$ cat src/rtl/dmem_arb_pkg.sv
// dmem_arb_pkg: shared types and constants for the data-memory arbiter.
//   arb_state_t  - two-state handshake FSM encoding
//   mem_req_t    - one memory access (write enable, address, write data),
//                  used for both requesters and for the muxed DataMem port
//   STARVE_CNT_W - width of the debug starvation counter (STARVE_MAX <= 15)
package dmem_arb_pkg;

  localparam int ARB_ADDR_W   = 32;
  localparam int ARB_DATA_W   = 32;
  localparam int STARVE_CNT_W = 4;

  typedef enum logic {
    ARB_IDLE = 1'b0,
    ARB_ACK  = 1'b1
  } arb_state_t;

  typedef struct packed {
    logic                  we;
    logic [ARB_ADDR_W-1:0] addr;
    logic [ARB_DATA_W-1:0] wdata;
  } mem_req_t;

endpackage

$ cat src/rtl/dmem_arb_starve_ctr.sv
// dmem_arb_starve_ctr: saturating up-counter with clear and hold.
// Counts consecutive cycles the debug requester has been passed over.
//   clk, rst_n - clock, asynchronous active-low reset
//   inc        - advance by one (ignored once the count reaches MAX)
//   clr        - return to zero; wins over inc
//   cnt        - current count
//   at_max     - count equals MAX, debug must be forced through
module dmem_arb_starve_ctr
  import dmem_arb_pkg::*;
#(
  parameter int MAX = 4
) (
  input  logic                    clk,
  input  logic                    rst_n,
  input  logic                    inc,
  input  logic                    clr,
  output logic [STARVE_CNT_W-1:0] cnt,
  output logic                    at_max
);

  logic [STARVE_CNT_W-1:0] cnt_q, cnt_d;

  assign at_max = (cnt_q == STARVE_CNT_W'(MAX));
  assign cnt    = cnt_q;

  // NOTE: the default assignment first keeps every path driven, so no latch
  // is inferred; with neither inc nor clr the counter simply holds.
  always_comb begin
    cnt_d = cnt_q;
    if (clr) begin
      cnt_d = '0;
    end else if (inc && !at_max) begin
      cnt_d = cnt_q + STARVE_CNT_W'(1);
    end
  end

  // NOTE: state flops use non-blocking assignments so every flop samples the
  // pre-edge values computed in always_comb, independent of block ordering.
  always_ff @(posedge clk or negedge rst_n) begin
    if (!rst_n) cnt_q <= '0;
    else        cnt_q <= cnt_d;
  end

endmodule

$ cat src/rtl/dmem_arbiter.sv
// dmem_arbiter: shares the single DataMem port between the single-cycle core
// and a debug/IO requester (switches, UART loader).
//   Core side : cpu_valid/cpu_we/cpu_addr/cpu_wdata in, cpu_rdata (straight
//               from mem_rdata) and cpu_stall out. A stalled core replays the
//               same access next cycle.
//   Debug side: dbg_req/dbg_we/dbg_addr/dbg_wdata in (held until ack),
//               dbg_ack one-cycle pulse, dbg_rdata registered read data.
//   Memory    : mem_we/mem_addr/mem_wdata out, mem_rdata in (combinational).
//   Perf      : perf_stall_cnt (stall cycles), perf_dbg_cnt (debug acks).
// Build option: define DMEM_ARB_PERF_EN to build the perf counters; otherwise
// the perf ports are tied to zero and no counter flops exist.
// Debug normally waits for a core idle cycle, but after STARVE_MAX consecutive
// losing cycles it is forced through and the core is stalled for one cycle.
module dmem_arbiter
  import dmem_arb_pkg::*;
#(
  parameter int ADDR_W     = ARB_ADDR_W,
  parameter int DATA_W     = ARB_DATA_W,
  parameter int STARVE_MAX = 4
) (
  input  logic              clk,
  input  logic              rst_n,
  input  logic              cpu_valid,
  input  logic              cpu_we,
  input  logic [ADDR_W-1:0] cpu_addr,
  input  logic [DATA_W-1:0] cpu_wdata,
  output logic [DATA_W-1:0] cpu_rdata,
  output logic              cpu_stall,
  input  logic              dbg_req,
  input  logic              dbg_we,
  input  logic [ADDR_W-1:0] dbg_addr,
  input  logic [DATA_W-1:0] dbg_wdata,
  output logic              dbg_ack,
  output logic [DATA_W-1:0] dbg_rdata,
  output logic              mem_we,
  output logic [ADDR_W-1:0] mem_addr,
  output logic [DATA_W-1:0] mem_wdata,
  input  logic [DATA_W-1:0] mem_rdata,
  output logic [31:0]       perf_stall_cnt,
  output logic [15:0]       perf_dbg_cnt
);

  arb_state_t              state_q, state_d;
  logic [DATA_W-1:0]       dbg_rdata_q, dbg_rdata_d;
  logic                    is_idle;
  logic                    gnt_dbg;
  logic                    starve_inc, starve_clr, starve_at_max;
  logic [STARVE_CNT_W-1:0] starve_cnt;
  mem_req_t                cpu_mreq, dbg_mreq, mem_mreq;

  assign is_idle = (state_q == ARB_IDLE);

  // Debug is only eligible in IDLE, so a request still high during its own
  // ack cycle cannot be granted twice.
  assign gnt_dbg   = is_idle & dbg_req & (~cpu_valid | starve_at_max);
  assign cpu_stall = gnt_dbg & cpu_valid;

  // Starvation tracking only moves in IDLE; ACK holds the count.
  assign starve_inc = is_idle & dbg_req & ~gnt_dbg;
  assign starve_clr = is_idle & (gnt_dbg | ~dbg_req);

  dmem_arb_starve_ctr #(
    .MAX (STARVE_MAX)
  ) u_starve_ctr (
    .clk    (clk),
    .rst_n  (rst_n),
    .inc    (starve_inc),
    .clr    (starve_clr),
    .cnt    (starve_cnt),
    .at_max (starve_at_max)
  );

  // A CPU that loses arbitration never drives mem_we; its store is replayed.
  assign cpu_mreq = '{we: cpu_valid & cpu_we, addr: cpu_addr, wdata: cpu_wdata};
  assign dbg_mreq = '{we: dbg_we, addr: dbg_addr, wdata: dbg_wdata};
  assign mem_mreq = gnt_dbg ? dbg_mreq : cpu_mreq;

  assign mem_we    = mem_mreq.we;
  assign mem_addr  = mem_mreq.addr;
  assign mem_wdata = mem_mreq.wdata;
  assign cpu_rdata = mem_rdata;

  always_comb begin
    state_d     = state_q;
    dbg_rdata_d = dbg_rdata_q;
    unique case (state_q)
      ARB_IDLE: begin
        if (gnt_dbg) begin
          // Captured on writes too: the requester sees the pre-write word.
          dbg_rdata_d = mem_rdata;
          state_d     = ARB_ACK;
        end
      end
      ARB_ACK:  state_d = ARB_IDLE;
      default:  state_d = ARB_IDLE;
    endcase
  end

  // NOTE: dbg_rdata is a single register (not a memory), so it is reset with
  // the FSM; a reset mid-handshake discards the pending ack and its data.
  always_ff @(posedge clk or negedge rst_n) begin
    if (!rst_n) begin
      state_q     <= ARB_IDLE;
      dbg_rdata_q <= '0;
    end else begin
      state_q     <= state_d;
      dbg_rdata_q <= dbg_rdata_d;
    end
  end

  assign dbg_ack   = (state_q == ARB_ACK);
  assign dbg_rdata = dbg_rdata_q;

`ifdef DMEM_ARB_PERF_EN
  logic [31:0] perf_stall_q, perf_stall_d;
  logic [15:0] perf_dbg_q, perf_dbg_d;

  // Both counters wrap naturally at their width.
  always_comb begin
    perf_stall_d = perf_stall_q + 32'(cpu_stall);
    perf_dbg_d   = perf_dbg_q + 16'(dbg_ack);
  end

  always_ff @(posedge clk or negedge rst_n) begin
    if (!rst_n) begin
      perf_stall_q <= '0;
      perf_dbg_q   <= '0;
    end else begin
      perf_stall_q <= perf_stall_d;
      perf_dbg_q   <= perf_dbg_d;
    end
  end

  assign perf_stall_cnt = perf_stall_q;
  assign perf_dbg_cnt   = perf_dbg_q;
`else
  assign perf_stall_cnt = '0;
  assign perf_dbg_cnt   = '0;
`endif

endmodule
$ cat config.mk
export PLATFORM = sky130hd
export DESIGN_NAME = dmem_arbiter
export DESIGN_NICKNAME = d
export VERILOG_FILES = /design/src/rtl/dmem_arb_pkg.sv /design/src/rtl/dmem_arb_starve_ctr.sv /design/src/rtl/dmem_arbiter.sv
export SDC_FILE = /design/constraint.sdc
export NUM_CORES = 1
export LEC_CHECK = 0
export ABC_CLOCK_PERIOD_IN_PS = 4500
export CORE_AREA = 4 4 132 134
export CTS_BUF_LIST = sky130_fd_sc_hd__clkbuf_4
export DETAILED_ROUTE_END_ITERATION = 16
export DIE_AREA = 0 0 136 138
export DONT_BUFFER_PORTS = 1
export PLACE_DENSITY = 0.35
export SLEW_MARGIN = 20
export SYNTH_ARGS = -nofsm -noshare
export SYNTH_HDL_FRONTEND = slang
export SYNTH_SLANG_ARGS = --single-unit
$ cat constraint.sdc
create_clock -name clk -period 4.5 [get_ports clk]
set_input_delay 0.9 -clock clk [delete_from_list [all_inputs] [get_ports clk]]
set_output_delay 0.9 -clock clk [all_outputs]
set_load 0.02 [all_outputs]
### Yosys cells after proc, flatten, opt, wreduce, memory -nomap -nowiden

Index checks and enable logic that the tools add are counted.

| cells by class | value |
|---|---|
| multiplexer cells | 5 |
| reduce and logical (&&, ||, !) cells | 4 |
| eq/ne operators | 1 |
| add/sub/neg operators | 1 |
| bitwise operators | 12 |

Operators by type and width:

| operator | number |
|---|---|
| 65-bit 2-to-1 mux | 1 |
| 4-bit 2-to-1 mux | 2 |
| 1-bit bitwise AND | 6 |
| 4-bit by 1-bit adder with 4-bit output (second input constant) | 1 |
| 4-bit by 3-bit equality test with 1-bit output (second input constant) | 1 |
| 1-bit inverter | 4 |
| 1-bit OR | 2 |
| 1-bit case mux with 2 select lines | 1 |
| 2-bit AND reduction | 1 |
| 2-bit nonzero test | 1 |
| 1-bit logical AND | 1 |
| 1-bit zero test | 1 |
| 1-bit 2-to-1 mux | 1 |

| word-level totals | value |
|---|---|
| input bits | 166 |
| word-level logic and storage cells | 26 |
| register bits | 37 |

### Depth between registers and ports, before layout

Gate-level depths: netlist of run 1.

| depth | value |
|---|---|
| depth in word-level cells | 8 |
| gate-level depth with buffers | 8 |

### Modules after synthesis

A second synthesis of run 1 with hierarchy kept.

| second synthesis, totals | value |
|---|---|
| cell total of the unflattened synthesis | 255 |
| area total of the unflattened synthesis | 3225.6 sq um |

By module, submodules not included:

| module | cells an instance | area each (sq um) | seq. area each (sq um) | instances |
|---|---|---|---|---|
| dmem_arbiter | 231 | 2991.6 | 825.8 | 1 |
| dmem_arb_starve_ctr | 24 | 234.0 | 100.1 | 1 |

### Worst setup path before layout of run 1

No wires, ideal clock.

| timing | value |
|---|---|
| kind | input to output |
| from | input port dbg_req |
| to | output port mem_addr[10] |
| cell stages on the path | 6 |
| setup slack | 1587 ps |
| data arrival time | 2013 ps |
| cells stage by stage | nor2b_2 a21boi_4 buf_6 buf_6 buf_12 mux2_4 |

| between the ends | value |
|---|---|
| word-level cells in the longest chain between the ends | 3 |

RTL lines:

| what | line | text |
|---|---|---|
| from (decl) | dmem_arbiter.sv:29 | `input logic dbg_req,` |
| 1-bit bitwise AND (2 in a row) | dmem_arbiter.sv:55 | `assign gnt_dbg = is_idle & dbg_req & (~cpu_valid \| starve_at_max);` |
| 65-bit 2-to-1 mux | dmem_arbiter.sv:76 | `assign mem_mreq = gnt_dbg ? dbg_mreq : cpu_mreq;` |
| to (decl) | dmem_arbiter.sv:36 | `output logic [ADDR_W-1:0] mem_addr,` |

Every way passes these cells.

### Worst setup path after layout of run 1

| timing | value |
|---|---|
| from | register u_starve_ctr.cnt_q[0] (netlist: u_starve_ctr.cnt[0]) |
| to | output port mem_addr[2] |

| between the ends | value |
|---|---|
| word-level cells in the longest chain between the ends | 4 |

RTL lines:

| what | line | text |
|---|---|---|
| from (decl) | dmem_arb_starve_ctr.sv:21 | `logic [STARVE_CNT_W-1:0] cnt_q, cnt_d;` |
| from (signal assigned) | dmem_arb_starve_ctr.sv:41 | `else cnt_q <= cnt_d;` |
| 4-bit by 3-bit equality test with 1-bit output | dmem_arb_starve_ctr.sv:23 | `assign at_max = (cnt_q == STARVE_CNT_W'(MAX));` |
| 1-bit OR | dmem_arbiter.sv:55 |  |
| 1-bit bitwise AND | dmem_arbiter.sv:55 |  |
| 65-bit 2-to-1 mux | dmem_arbiter.sv:76 |  |

Every way passes these cells.

==> run summary, run 1 <==
Required time worst endpoint: 3.60 ns
Most common cell after layout, fill and taps aside: mux2_2
Maximum vdd drop: 0.00009938 V
Post-route ant nets: 0
Starting DRT DRC Count: 27
Die Height: 138 microns
Synthesis-to-finish area growth: -5.259%
Initial antenna violation count: 3
Buffers on Ports: 0
Pwr/cell area: 355.0 mW/mm^2
Final max-slew violation count: 0
GR Util All Layers: 0.06997
Sequential-to-total area share from yosys stat: 0.3088
Tcrit/Tclk final: 0.7373
Rows: 47
Vias post-DR: 1634
Clock skew: 0.009072 ns
CTS Hold Buffers Added: 0
Clock Path Buffers: 2
Setup TNS: 0 ns
Worst Setup End Kind: output port
Synth unique cells: 25
DR WL/cell: 17.07 microns
CTS Sinks: 37
# nets final: 383
Global-route wire length before repair: 10290 microns
Hold/Removal Path Class: in -> async
CP Class: reg -> out
Commonest non-fill, non-tap cells in the layout: 76 x mux2_2, 48 x conb_1, 37 x dfrtp_1
Max Cap Violations: 0
Die area: 0.01877 sq mm
Dpl cells: 428
CTS tree: done
Final GP Congestion: 0.6931
Vias per inst: 3.739
Final Hold Viols: 0
Synth Instances: 251
Fmax: 0.3014 GHz
Worst-path fanout max: 97
CP max stage cell: mux2_2
Setup-failing EPs final: 0
Setup slack, reg-to-reg: 2.37 ns
Leak: 1.162 nW
Final cell count without fillers: 437
EDFF count, synth: 0
Critical path launch point: u_starve_ctr.cnt[0]
CTS Root Cell: clkbuf_4
Synth Flop Type: dfrtp_1
Remaining global-route overflow: 0
Crit-path max cell delay: 0.46 ns
Setup Buffers After CTS: 0
Reg-to-reg endpoint: dbg_rdata[15]
Outcome: completed
Buf/Inv on CP: 2
Clk slew on worst S/H paths: 0.14 ns
Die W: 136 microns
Clock latency on the worst-skew pair: 0.37 ns
Total iterations of the first detailed-routing run: 4
DRC Markers: 0
IO Pins: 345
Largest net degree at the start of global routing: 98
Min setup slack post-route: 1.182 ns
Vias in the first global route: 1739
Crit path cell chain: inv_1 -> ha_1 -> nand3b_2 -> a21boi_4 -> buf_12 -> mux2_2
Slew headroom: 0.6034
Delay-heaviest family, CP: multiplexers
TritonCTS Buffers: 5
Ys async rst share: 1.000
Share of layout cells above drive strength 1: 0.5000
Post-Route WL: 7458 microns
CORE AREA: 0.01629 sq mm
Worst Tran Pin Value: 0.5950 ns
Post-DP HPWL: 6122 microns
H-tree level count: 2
FF-to-FF Start: u_starve_ctr.cnt[0]
Crit start category: flop
Pre-CTS WS: 1.292 ns
# resized after CTS: 0
Post-synth design cell area: 0.002998 sq mm
# fillers: 1813
Synth Register Bits: 37
Crit path arrival time: 2.42 ns
R2r worst-path depth: 6
Minimum clock period: 3.318 ns
Syn Area/Cell: 11.94 sq um
Initial core utilization: 0.1840
RSZ-0062 raised after global routing: no
Ys Warns: 0
power by group:
part	total [mW]	switching [mW]	internal [mW]
Clock	0.260	0.135	0.124
Sequential	0.493	0.107	0.386
Combinational	0.255	0.151	0.104
Total	1.01	0.394	0.615
cell type report:
type | count | area, sq um | share of cell area
diodes | 1 | 2.502 | 0.0008811
clock buffers | 6 | 45.04 | 0.01586
clock inverters | 2 | 38.79 | 0.01366
inverters | 2 | 7.507 | 0.002643
multi-input cells | 168 | 1525 | 0.5370
flip-flops and latches | 37 | 925.9 | 0.3260
well taps | 220 | 275.3 | 0.09692
repair buffers | 1 | 20.02 | 0.007048
worst max path at each step:
| stage | endpoint | slack [ns] | cells after the start |
|---|---|---|---|
| after floorplan | mem_addr[10] | 1.59 | 6 |
| after global placement | mem_wdata[1] | 1.33 | 4 |
| after detailed placement | mem_wdata[1] | 1.29 | 4 |
| after CTS | mem_wdata[1] | 1.13 | 6 |
| after global routing | mem_wdata[1] | 1.03 | 4 |
| final | mem_addr[2] | 1.18 | 6 |
cells in the mapped netlist (all sizes together), types with 2 or more instances:
cell / instances / area (sq um)
nand2: 5 / 18.77
nand3: 2 / 10.01
nor4b: 2 / 17.52
nor2b: 2 / 15.02
buf: 91 / 715.7
dfrtp: 37 / 925.9
inv: 2 / 7.510
ha: 2 / 25.02
mux2: 96 / 1156
state kept, by name, summed over array words and instances, names as in the netlist:
signal            count
dbg_rdata            32
u_starve_ctr.cnt      4
dbg_ack               1
through the flow:
step	power, mW	utilization	instance area, sq um	hold WS [ns]
floorplan	0.8076	-	3174	0.4779
global placement	0.7568	0.1691	2754	0.5083
detailed placement	0.7593	0.1691	2754	0.5078
CTS	1.033	0.1742	2838	0.1523
global route	1.066	0.1744	2840	0.1312
finish	1.008	0.1744	2840	0.1955
routing by layer:
layer  vias up  wire [microns]  part of all wire  track usage
li1        669               -                 -            -
met1       781            2493              0.33      0.07472
met2       167            3757              0.50       0.1205
met3        13            1104              0.15      0.03561
met4         4              77             0.010      0.02016
met5         -              25            0.0034            0
cell families after synthesis:
logic type	share of synthesized area
AOI/OAI and AO/OA	0.02003
and+or+nand+nor	0.03131
adders and majority gates	0.008346
other	0.001251
buffers and inverters	0.2412
muxes	0.3890
DFF	0.3088
(Power assumes the default switching activity.)
==> inputs of run 2 (changes only) <==
--- a/config.mk
+++ b/config.mk
@@ -5,7 +5,7 @@
 export SDC_FILE = /design/constraint.sdc
 export NUM_CORES = 1
 export LEC_CHECK = 0
-export ABC_CLOCK_PERIOD_IN_PS = 4500
+export ABC_CLOCK_PERIOD_IN_PS = 3400
 export CORE_AREA = 4 4 132 134
 export CTS_BUF_LIST = sky130_fd_sc_hd__clkbuf_4
 export DETAILED_ROUTE_END_ITERATION = 16
==> constraint.sdc (replaced) <==
create_clock -name clk -period 3.4 [get_ports clk]
set_input_delay 0.68 -clock clk [delete_from_list [all_inputs] [get_ports clk]]
set_output_delay 0.68 -clock clk [all_outputs]
set_load 0.02 [all_outputs]
==> run summary, run 2 (synthesis results as in run 1) <==
Largest net degree at the start of global routing: 98 (unchanged)
Setup-failing EPs final: 0 (unchanged)
Slew headroom: 0.6348 (+0.03139)
DRC Markers: 0 (unchanged)
Hold/Removal Path Class: in -> async
Vias per inst: 3.719 (-0.53%)
CTS Sinks: 37 (unchanged)
Minimum clock period: 3.104 ns
Initial core utilization: 0.1840 (unchanged)
Die area: 0.01877 sq mm (unchanged)
Setup TNS: 0 ns (unchanged)
Post-DP HPWL: 6148 microns (+0.43%)
CTS Root Cell: clkbuf_4
Remaining global-route overflow: 0 (unchanged)
Required time worst endpoint: 2.72 ns (-0.88 ns)
TritonCTS Buffers: 5 (unchanged)
Die Height: 138 microns (unchanged)
Clk slew on worst S/H paths: 0.13 ns (about the same)
Worst-path fanout max: 97 (unchanged)
Setup Buffers After CTS: 0 (unchanged)
Worst Setup End Kind: output port
DR WL/cell: 17.50 microns (+2.5%)
Final GP Congestion: 0.6931 (unchanged)
Maximum vdd drop: 0.0001894 V (+91%)
Most common cell after layout, fill and taps aside: mux2_2
Leak: 1.174 nW (+1.1%)
CORE AREA: 0.01629 sq mm (unchanged)
RSZ-0062 raised after global routing: no
Final Hold Viols: 0 (unchanged)
# nets final: 384 (+0.26%)
Die W: 136 microns (unchanged)
Global-route wire length before repair: 10550 microns (+2.5%)
Starting DRT DRC Count: 36 (+33%)
Final core utilization: 0.1761 (+0.001689)
Clock Path Buffers: 2 (unchanged)
Post-route ant nets: 0 (unchanged)
Dpl cells: 428 (unchanged)
Final max-slew violation count: 0 (unchanged)
Setup slack, reg-to-reg: 1.30 ns (-1.07 ns)
Outcome: completed
Clock skew: 0.008975 ns (-0.00009659 ns)
Rows: 47 (unchanged)
Worst hold slack: 0.1290 ns (-0.06651 ns)
Fmax: 0.3221 GHz
Synthesis-to-finish area growth: -4.341%
CTS tree: done
Clock latency on the worst-skew pair: 0.37 ns (about the same)
Initial antenna violation count: 3 (unchanged)
Crit path arrival time: 2.42 ns (about the same)
H-tree level count: 2 (unchanged)
IO Pins: 345 (unchanged)
# fillers: 1803 (-0.55%)
Share of layout cells above drive strength 1: 0.5023 (+0.002304)
Max Cap Violations: 0 (unchanged)
Vias post-DR: 1629 (-0.31%)
Buffers on Ports: 0 (unchanged)
Crit start category: flop
Total iterations of the first detailed-routing run: 4 (unchanged)
Final cell count without fillers: 438 (+0.23%)
Area after DPL: 0.002754 sq mm (unchanged)
Vias in the first global route: 1723 (-0.92%)
Post-Route WL: 7664 microns (+2.8%)
Tcrit/Tclk final: 0.9130
Worst Tran Pin Value: 0.5479 ns (-0.04709 ns)
Pwr/cell area: 469.2 mW/mm^2 (+32%)
CP Class: reg -> out
Commonest non-fill, non-tap cells in the layout: 76 x mux2_2, 48 x conb_1, 37 x dfrtp_1
Max FFs per register: 32 (unchanged)
Post-route cell area: 0.002868 sq mm (+0.97%)
GR Util All Layers: 0.07243 (+0.002461)
run 2: routing by layer:
layer	part of all wire	global-route usage	wire, microns
met1	0.35	0.08026	2680
met3	0.14	0.03379	1079
met5	0.0033	0	25
met2	0.50	0.1244	3801
met4	0.0099	0.01910	76
run 2: path summary, 6_finish.rpt:
path | endpoint | startpoint | depth (start not counted)
max in group asynchronous | dbg_rdata[12] | rst_n | 1
max reg2reg | dbg_rdata[9] | u_starve_ctr.cnt[0] | 6
max | mem_wdata[19] | u_starve_ctr.cnt[0] | 6
min reg2reg | u_starve_ctr.cnt[3] | u_starve_ctr.cnt[3] | 1
min | u_starve_ctr.cnt[0] | rst_n | 1
min in group clk | dbg_ack | cpu_valid | 1
run 2: worst max-delay path: stages (launching register included):
cell	delay, ns
dfrtp_1	0.45
inv_1	0.07
ha_1	0.21
nand3b_2	0.14
a21boi_4	0.21
buf_12	0.43
mux2_2	0.47
run 2: layout make-up:
cell class	instances	area, sq um	share of cell area
multi-input cells	168	1525	0.5318
flip-flops and latches	37	925.9	0.3229
well taps	220	275.3	0.09599
repair buffers	2	47.55	0.01658
clock buffers	6	45.04	0.01571
clock inverters	2	38.79	0.01353
inverters	2	7.507	0.002618
diodes	1	2.502	0.0008726
run 2: metrics by stage:
step	setup slack, ns	power, mW
after global routing	0.1367	1.427
after global placement	0.6720	1.002
after CTS	0.2420	1.384
after detailed placement	0.6318	1.004
after floorplan	0.9272	1.069
final	0.2957	1.346
run 2: repair_timing:
item / 4_1_cts / 5_1_grt
endpoints found under the setup margin: 0 / 0
resized for setup: 0 / 0
hold buffers: 1 / 0
endpoints found under the hold margin: 37 / 0
run 2: report_power, final:
part	internal (mW)	switching (mW)	total (mW)
registers	0.511	0.142	0.653
clock network	0.165	0.178	0.342
logic	0.141	0.210	0.350
total	0.817	0.529	1.35
